===== src/rtl/ysyx_23060191_mc_ctrl.sv =====
// Multi-cycle instruction controller: sequences fetch, decode, execute,
// optional data-memory access and write-back, owns the PC and the retired
// instruction counter, and parks in HALT (ebreak) or ERR (timeout,
// misaligned target, load+store conflict) until reset.
//
// Handshake (imem and dmem alike): a request transfers on a rising edge where
// both req_valid and req_ready are high; req_valid is a pure function of the
// state and stays high, unchanged, until that edge. After the transfer the
// controller waits for a single-cycle resp_valid; a resp_valid seen in any
// other state is ignored.
module ysyx_23060191_mc_ctrl #(
  parameter int                XLEN     = 32,
  parameter logic [XLEN-1:0]   RESET_PC = 32'h8000_0000,
  parameter int                CNT_W    = 64,
  parameter int                TIMEOUT  = 255  // must be >= 1
) (
  input  logic              clk,
  input  logic              rstn,
  // instruction memory
  output logic              imem_req_valid,
  input  logic              imem_req_ready,
  output logic [XLEN-1:0]   imem_addr,
  input  logic              imem_resp_valid,
  input  logic [31:0]       imem_rdata,
  output logic [31:0]       inst,
  // decoder flags
  input  logic              wr_en_rd,
  input  logic              is_load,
  input  logic              is_store,
  input  logic              ecall_en,
  input  logic              mret_en,
  input  logic              ebreak_en,
  // PC targets
  input  logic [XLEN-1:0]   next_pc,
  input  logic [XLEN-1:0]   mtvec,
  input  logic [XLEN-1:0]   mepc,
  // data memory
  output logic              dmem_req_valid,
  input  logic              dmem_req_ready,
  input  logic              dmem_resp_valid,
  // strobes and status
  output logic              gpr_we,
  output logic              csr_we,
  output logic [XLEN-1:0]   pc,
  output logic              retire,
  output logic [CNT_W-1:0]  minstret,
  output logic              halted,
  output logic              err,
  // debug view of the FSM state
  output logic [3:0]        dbg_state
);

  typedef enum logic [3:0] {
    S_RST        = 4'd0,
    S_FETCH_REQ  = 4'd1,
    S_FETCH_WAIT = 4'd2,
    S_DECODE     = 4'd3,
    S_EXEC       = 4'd4,
    S_MEM_REQ    = 4'd5,
    S_MEM_WAIT   = 4'd6,
    S_WB         = 4'd7,
    S_HALT       = 4'd8,
    S_ERR        = 4'd9
  } state_t;

  localparam int WCNT_W = (TIMEOUT < 2) ? 1 : $clog2(TIMEOUT + 1);

  state_t            state;
  state_t            state_next;
  logic [XLEN-1:0]   pc_q;
  logic [WCNT_W-1:0] wait_cnt;
  logic              lat_wr;
  logic              lat_load;
  logic              lat_store;
  logic              lat_ecall;
  logic              lat_mret;

  logic [XLEN-1:0]   target;
  logic              target_ok;
  logic              commit;
  logic              wait_expired;

  // PC target selection for WB: ecall beats mret beats the EXU target
  always_comb begin
    target = next_pc;
    if (lat_ecall) begin
      target = mtvec;
    end else if (lat_mret) begin
      target = mepc;
    end
  end

  assign target_ok    = (target[1:0] == 2'b00);
  assign commit       = (state == S_WB) && target_ok;
  // The wait counter holds the number of response-less cycles already spent;
  // the TIMEOUT-th such cycle gives up.
  assign wait_expired = (wait_cnt == WCNT_W'(TIMEOUT - 1));

  // State register
  always_ff @(posedge clk) begin
    if (!rstn) begin
      state <= S_RST;
    end else begin
      state <= state_next;
    end
  end

  // Next-state logic
  always_comb begin
    state_next = state;
    unique case (state)
      S_RST:        state_next = S_FETCH_REQ;
      S_FETCH_REQ:  if (imem_req_ready) state_next = S_FETCH_WAIT;
      S_FETCH_WAIT: begin
        if (imem_resp_valid)   state_next = S_DECODE;
        else if (wait_expired) state_next = S_ERR;
      end
      S_DECODE:     state_next = ebreak_en ? S_HALT : S_EXEC;
      S_EXEC: begin
        if (lat_load && lat_store)      state_next = S_ERR;
        else if (lat_load || lat_store) state_next = S_MEM_REQ;
        else                            state_next = S_WB;
      end
      S_MEM_REQ:    if (dmem_req_ready) state_next = S_MEM_WAIT;
      S_MEM_WAIT: begin
        if (dmem_resp_valid)   state_next = S_WB;
        else if (wait_expired) state_next = S_ERR;
      end
      S_WB:         state_next = target_ok ? S_FETCH_REQ : S_ERR;
      S_HALT:       state_next = S_HALT;
      S_ERR:        state_next = S_ERR;
      default:      state_next = S_ERR;
    endcase
  end

  // Datapath registers: PC, instruction, decoder flags, counters
  always_ff @(posedge clk) begin
    if (!rstn) begin
      pc_q      <= RESET_PC;
      inst      <= 32'h0;
      minstret  <= '0;
      wait_cnt  <= '0;
      lat_wr    <= 1'b0;
      lat_load  <= 1'b0;
      lat_store <= 1'b0;
      lat_ecall <= 1'b0;
      lat_mret  <= 1'b0;
    end else begin
      // Cleared while requesting so each wait starts from zero
      if (state == S_FETCH_REQ || state == S_MEM_REQ) begin
        wait_cnt <= '0;
      end else if (state == S_FETCH_WAIT || state == S_MEM_WAIT) begin
        wait_cnt <= wait_cnt + WCNT_W'(1);
      end
      if (state == S_FETCH_WAIT && imem_resp_valid) begin
        inst <= imem_rdata;
      end
      if (state == S_DECODE) begin
        lat_wr    <= wr_en_rd;
        lat_load  <= is_load;
        lat_store <= is_store;
        lat_ecall <= ecall_en;
        lat_mret  <= mret_en;
      end
      if (commit) begin
        pc_q     <= target;
        minstret <= minstret + CNT_W'(1);
      end
    end
  end

  // Outputs: requests are Moore; WB strobes only fire on a committing WB
  always_comb begin
    imem_req_valid = (state == S_FETCH_REQ);
    dmem_req_valid = (state == S_MEM_REQ);
    retire         = commit;
    gpr_we         = commit && lat_wr && !lat_store;
    csr_we         = commit && lat_ecall;
    halted         = (state == S_HALT);
    err            = (state == S_ERR);
  end

  assign pc        = pc_q;
  assign imem_addr = pc_q;
  assign dbg_state = state;

endmodule


===== config.mk =====
export PLATFORM = sky130hd
export DESIGN_NAME = ysyx_23060191_mc_ctrl
export DESIGN_NICKNAME = d
export VERILOG_FILES = /design/src/rtl/ysyx_23060191_mc_ctrl.sv
export SDC_FILE = /design/constraint.sdc
export NUM_CORES = 1
export LEC_CHECK = 0
export ABC_AREA = 1
export CAP_MARGIN = 20
export CORE_MARGIN = 2
export CORE_UTILIZATION = 40
export CTS_CLUSTER_SIZE = 24
export DETAILED_ROUTE_END_ITERATION = 8
export PLACE_DENSITY_LB_ADDON = 0.08
export SLEW_MARGIN = 25
export SYNTH_ARGS = -nofsm -noshare
export SYNTH_HDL_FRONTEND = slang
export SYNTH_SLANG_ARGS = --single-unit

===== constraint.sdc =====
create_clock -name clk -period 1.5 [get_ports clk]
set_input_delay 0.225 -clock clk [delete_from_list [all_inputs] [get_ports clk]]
set_output_delay 0.225 -clock clk [all_outputs]
set_load 0.02 [all_outputs]

Word level (Yosys, flattened, before mapping)
Cells that the tools add are included.
- output and inout bits: 171
- latch bits: 0
- flip-flop bits (word level): 145
- memory bits (read-only): 0
- logic and storage cells: 51
- input bits: 140
- memories kept: 0
- bits in writable memories: 0
- equality and inequality tests: 12
- multiplexer cells: 12
- reductions and logical operators: 14
- $mul: 0
- div/mod/pow operators: 0
- shifts and indexed selects: 0
- add/sub/neg operators: 2
- magnitude comparators: 0
- bitwise operators: 1
- operator list (operator ; number):
    $add 64x1->64 const B ; 1
    $mux 32 ; 2
    $pmux 4 s9 ; 1
    $mux 4 ; 8
    $eq 4x3->1 const B ; 4
    $add 8x1->8 const B ; 1
    $eq 4x2->1 const B ; 2
    $eq 4x4->1 const B ; 2
    $eq 8x8->1 const B ; 1
    $logic_and 1x1->1 ; 6
    $eq 4x1->1 const B ; 1
    $logic_not 4->1 ; 1
    $ne 2x1->1 const B ; 2
    $logic_or 1x1->1 ; 3
    $logic_not 2->1 ; 1
    $mux 2 ; 1
    $reduce_and 2->1 ; 1
    $reduce_or 2->1 ; 1
    $logic_not 1->1 ; 1
    $not 1->1 ; 1

Logic depth before layout (Yosys ltp)
- word-level depth: 6
- mapped depth: 12
- mapped depth without buffers: 11

Worst setup path before layout
OpenSTA, ideal clock, no wires.
- kind: reg2out
- start point: reg state[1], in the netlist dbg_state[1]
- end point: out gpr_we
- arrival time: 1.566 ns
- slack: -0.291 ns
- buffers on the path: 2
- data required time: 1.275 ns
- stages on the path, launching flop included: 7
- cell sequence: dfxtp_1 > nand2_1 > nor2_4 > nand3_4 > buf_2 > buf_2 > nor2_1
- word-level cells in the longest chain between the ends: 4
- RTL lines (element ; RTL line ; RTL):
    start, declared ; 68 ; state_t state;
    start signal, assigned ; 104 ; state <= state_next;
    $eq 4x3->1 ; 94 ; assign commit = (state == S_WB) && target_ok;
    $logic_and 1x1->1 ; 94 ;
    $logic_and 1x1->1 (2 in series) ; 177 ; gpr_we = commit && lat_wr && !lat_store;
    end, declared ; 42 ; output logic gpr_we,
No other way between the ends.

Worst setup path after layout
- start point: reg state[0], in the netlist dbg_state[0]
- end point: out gpr_we
The elaborated chain is that of the path after synthesis.

==> metrics.txt <==
status finished with violations; violated checks setup timing; Avg Synthesized Cell Area 6.742 µm²; footprint of the multi-input gates about 5100 µm²; placement row count between 50 and 60; hold path cells 3; sequential share of the synthesized area a little under two fifths; Clock Root Buffer clkbuf_16; min cycle time layout between 1.5 and 2 ns; drt wl/cell approximately 16 µm; initial DRC count 483; post-synth top area share between 30% and 40%; main combinational cell family by area after synthesis simple AND/OR/NAND/NOR gates; vias ~9600; Synth Area in Adders less than 1%; Final Setup Violations about 100; final net count ~1800; post-DR vias/cell roughly 5.0; Ys Warns 0; Post-synth EDFFs 0; Peak VDD IR 0.0009473 V; Initial Utilization between 40% and 50%; GR Overflow Total 0; vias in the first global route 8728; crit-path cells nand2_4 > nor2_4 > nand3_4 > buf_12 > nor2_4 > buf_6; synthesized-area fraction occupied by xor and xnor cells about 1.0%; # clock sinks 145; Net Count, Synth 1298; Placed Cells between 1500 and 2000; Synth async-reset ratio 0%; WL final ~31000 µm; clock insertion delay at the later pin of the skew report approximately 0.43 ns; Hold Path End minstret[62]$_SDFFE_PN0N_; reg-to-reg startpoint minstret[1]$_SDFFE_PN0N_; htree depth 4; Cell Area, Synth about 7800 µm²; Simple-Gate Fraction of Synth Area 30.85%; setup ws final -0.2405 ns; Core Region a little under 20000 µm²; Area contributors post-synth dfxtp_1 (37%), nand2_1 (12%), nor2_1 (7.7%); DP Area 12280 µm²; post-synthesis compound-gate area fraction 13.71%; Final Hold Fails 0; final cell count without fillers 1907; Die Y approximately 140 µm; hold_ws ~0.21 ns; port bufs between 300 and 400; Clock Tree Buf Depth 2; Area Growth Syn to Fin 85.64%; Pint about 0.0079 W; first-pass GRT wire length 44340 µm; pwr/cell area between 700 and 800 nW/µm²; CP startpoint kind register; CP max FO 3; Arr. time, crit path 1.52 ns; Clock transition at path regs ~0.07 ns; drt drc 0; Gate power share around a quarter; largest net degree at the start of global routing 60; CTS tree yes; Seq cells post-synth approximately 150; unrepaired setup endpoints after global routing true; cell type with the largest total area after synthesis dfxtp_1; Final Wtd Congestion approximately 0.95; Post-DP HPWL between 20000 and 25000 µm; switching power roughly 0.0036 W; reg2reg setup slack -0.22 ns; worst clock skew about 0.013 ns; fraction of layout cells with a size suffix above 1 a little over a third; Final period util 116.0%; Rel. slew slack between 60 and 70%; Reg area 2980 µm²; Clock power frac a little over a third; CP endpoint kind primary output; setup_tns -12.15 ns; max cap viols 0; crit path buf inv count 2; diodes inserted 0; I/O pin cnt around 310; Sw Share between 30% and 40%; initial antenna violation count 0; largest delay contributor family on the critical path simple AND/OR/NAND/NOR gates; Final Max Slew Viols 0; critical path required time 1.27 ns; CP max stage cell dfxtp_2; Pre-antenna DRT Iters 5; Die ar. approximately 21000 µm²; post-detailed-route count of antenna-violating nets 0; hold_sp rstn; Worst-Margin Slew roughly 0.57 ns; design area around 14000 µm²; leakage roughly 6.2 nW; Flop pwr share between 30% and 40%; Cells after Synth around 1200; worst reg2reg path endpoint minstret[54]$_SDFFE_PN0N_; fillers around 1600; dominant synthesized flop cell dfxtp_1; CP peak stage delay 0.36 ns; path depth of the worst reg2reg path 11; Num CTS Buffers 17; gr usage total approximately 28%; count of cell types in the netlist 37; post-synthesis mux area share 3.856%; HP Class in -> reg; crit path kind reg -> out; die width between 100 and 150 µm; Peak Freq between 500 and 600 MHz; Worst path most repeated cell nor2_4
[cell type report]
cell class	count	share of cell area, %
inverters	147	3.903
repair buffers	530	34.13
clock buffers	17	2.943
multi-input cells	788	35.10
clock inverters	15	1.021
well taps	265	2.294
flip-flops and latches	145	20.62
[worst max path at each step]
stage | slack, ns | end | depth (start not counted) | start
finish | -0.24 | gpr_we | 6 | dbg_state[0]$_SDFFE_PN0P_
floorplan | -0.04 | minstret[58]$_SDFFE_PN0N_ | 10 | minstret[1]$_SDFFE_PN0N_
global route | -0.31 | minstret[61]$_SDFFE_PN0N_ | 12 | dbg_state[3]$_SDFFE_PN0P_
global placement | -0.61 | csr_we | 7 | mtvec[0]
detailed placement | -0.62 | retire | 6 | mtvec[0]
CTS | -0.25 | retire | 7 | dbg_state[3]$_SDFFE_PN0P_
[kinds of logic after synthesis]
group           Yosys count
compound gates          195
xor+xnor                  9
fa+ha+maj                 3
buf+inv                 222
flops                   145
mux                      30
simple gates            551
[layer usage]
layer	part of all wire, %	track usage [%]	up-vias
met5	0	0	-
met4	3.0	8.720	0
met3	7.6	7.664	71
met2	50	49.12	397
met1	39	31.80	4485
li1	-	-	4671
[worst min-delay path: cells and delay by family]
kind	cells	cell delay [ns]
buffers and inverters	1	0.22
and+or+nand+nor	2	0.14
[cells in the mapped netlist (all sizes together) (3+ instances only)]
library cell and instances:
nand2 256, nor2 175, inv 146, dfxtp 145, a21oi 95, o21ai 61
nand3 56, buf 51, mux2i 30, o211ai 29, nor3 26, clkbuf 24
nand4 24, xnor2 8, nor3b 6, and3 4, a31oi 3, ha 3
[metrics by stage]
step / power (W) / utilization (%) / setup slack [ns]
finish: 0.01147 / 75.02 / -0.2405
global route: 0.01200 / 75.02 / -0.3100
CTS: 0.01123 / 68.71 / -0.2485
detailed placement: 0.006921 / 63.71 / -0.6227
global placement: 0.006888 / 63.71 / -0.6071
floorplan: 0.005592 / - / -0.03662
[state kept, by name (all words and copies together), names as in the netlist, 4 cells and up]
signal and flops:
dbg_state 4, imem_addr 32, inst 32, minstret 64, wait_cnt 8
[power groups by stage]
| stage | Sequential (W) | Clock [W] | Combinational [W] |
|---|---|---|---|
| floorplan | 0.00455 | 0 | 0.00104 |
| CTS | 0.00424 | 0.00428 | 0.00272 |
| global placement | 0.00430 | 0 | 0.00259 |
| global route | 0.00426 | 0.00445 | 0.00329 |
| detailed placement | 0.00431 | 0 | 0.00261 |
| finish | 0.00423 | 0.00420 | 0.00304 |
[timing repair]
| action | CTS | global route |
|---|---|---|
| endpoints found under the setup margin | 286 | 150 |
| hold buffers | 0 | 0 |
| pin swaps | 33 | 109 |
| hold endpoints to repair | 0 | 0 |
| setup buffers | 18 | 26 |
| gates resized for setup | 352 | 332 |
| cloned | 1 | 6 |
[layout by cell type (no fill, tap or decap), types with 29 or more instances in the layout]
cell type / count
dfxtp_1: 105
nand2_2: 33
o21ai_1: 36
nand2_1: 185
o211ai_1: 29
inv_1: 129
clkdlybuf4s50_1: 138
buf_6: 30
a21oi_1: 58
nor2_4: 40
nand3_2: 32
buf_4: 173
dlygate4sd2_1: 119
nand2_4: 37
mux2i_1: 30
a21oi_2: 37
nor2_1: 113
dfxtp_2: 29
Note: power is estimated with default switching activity, not from simulation.
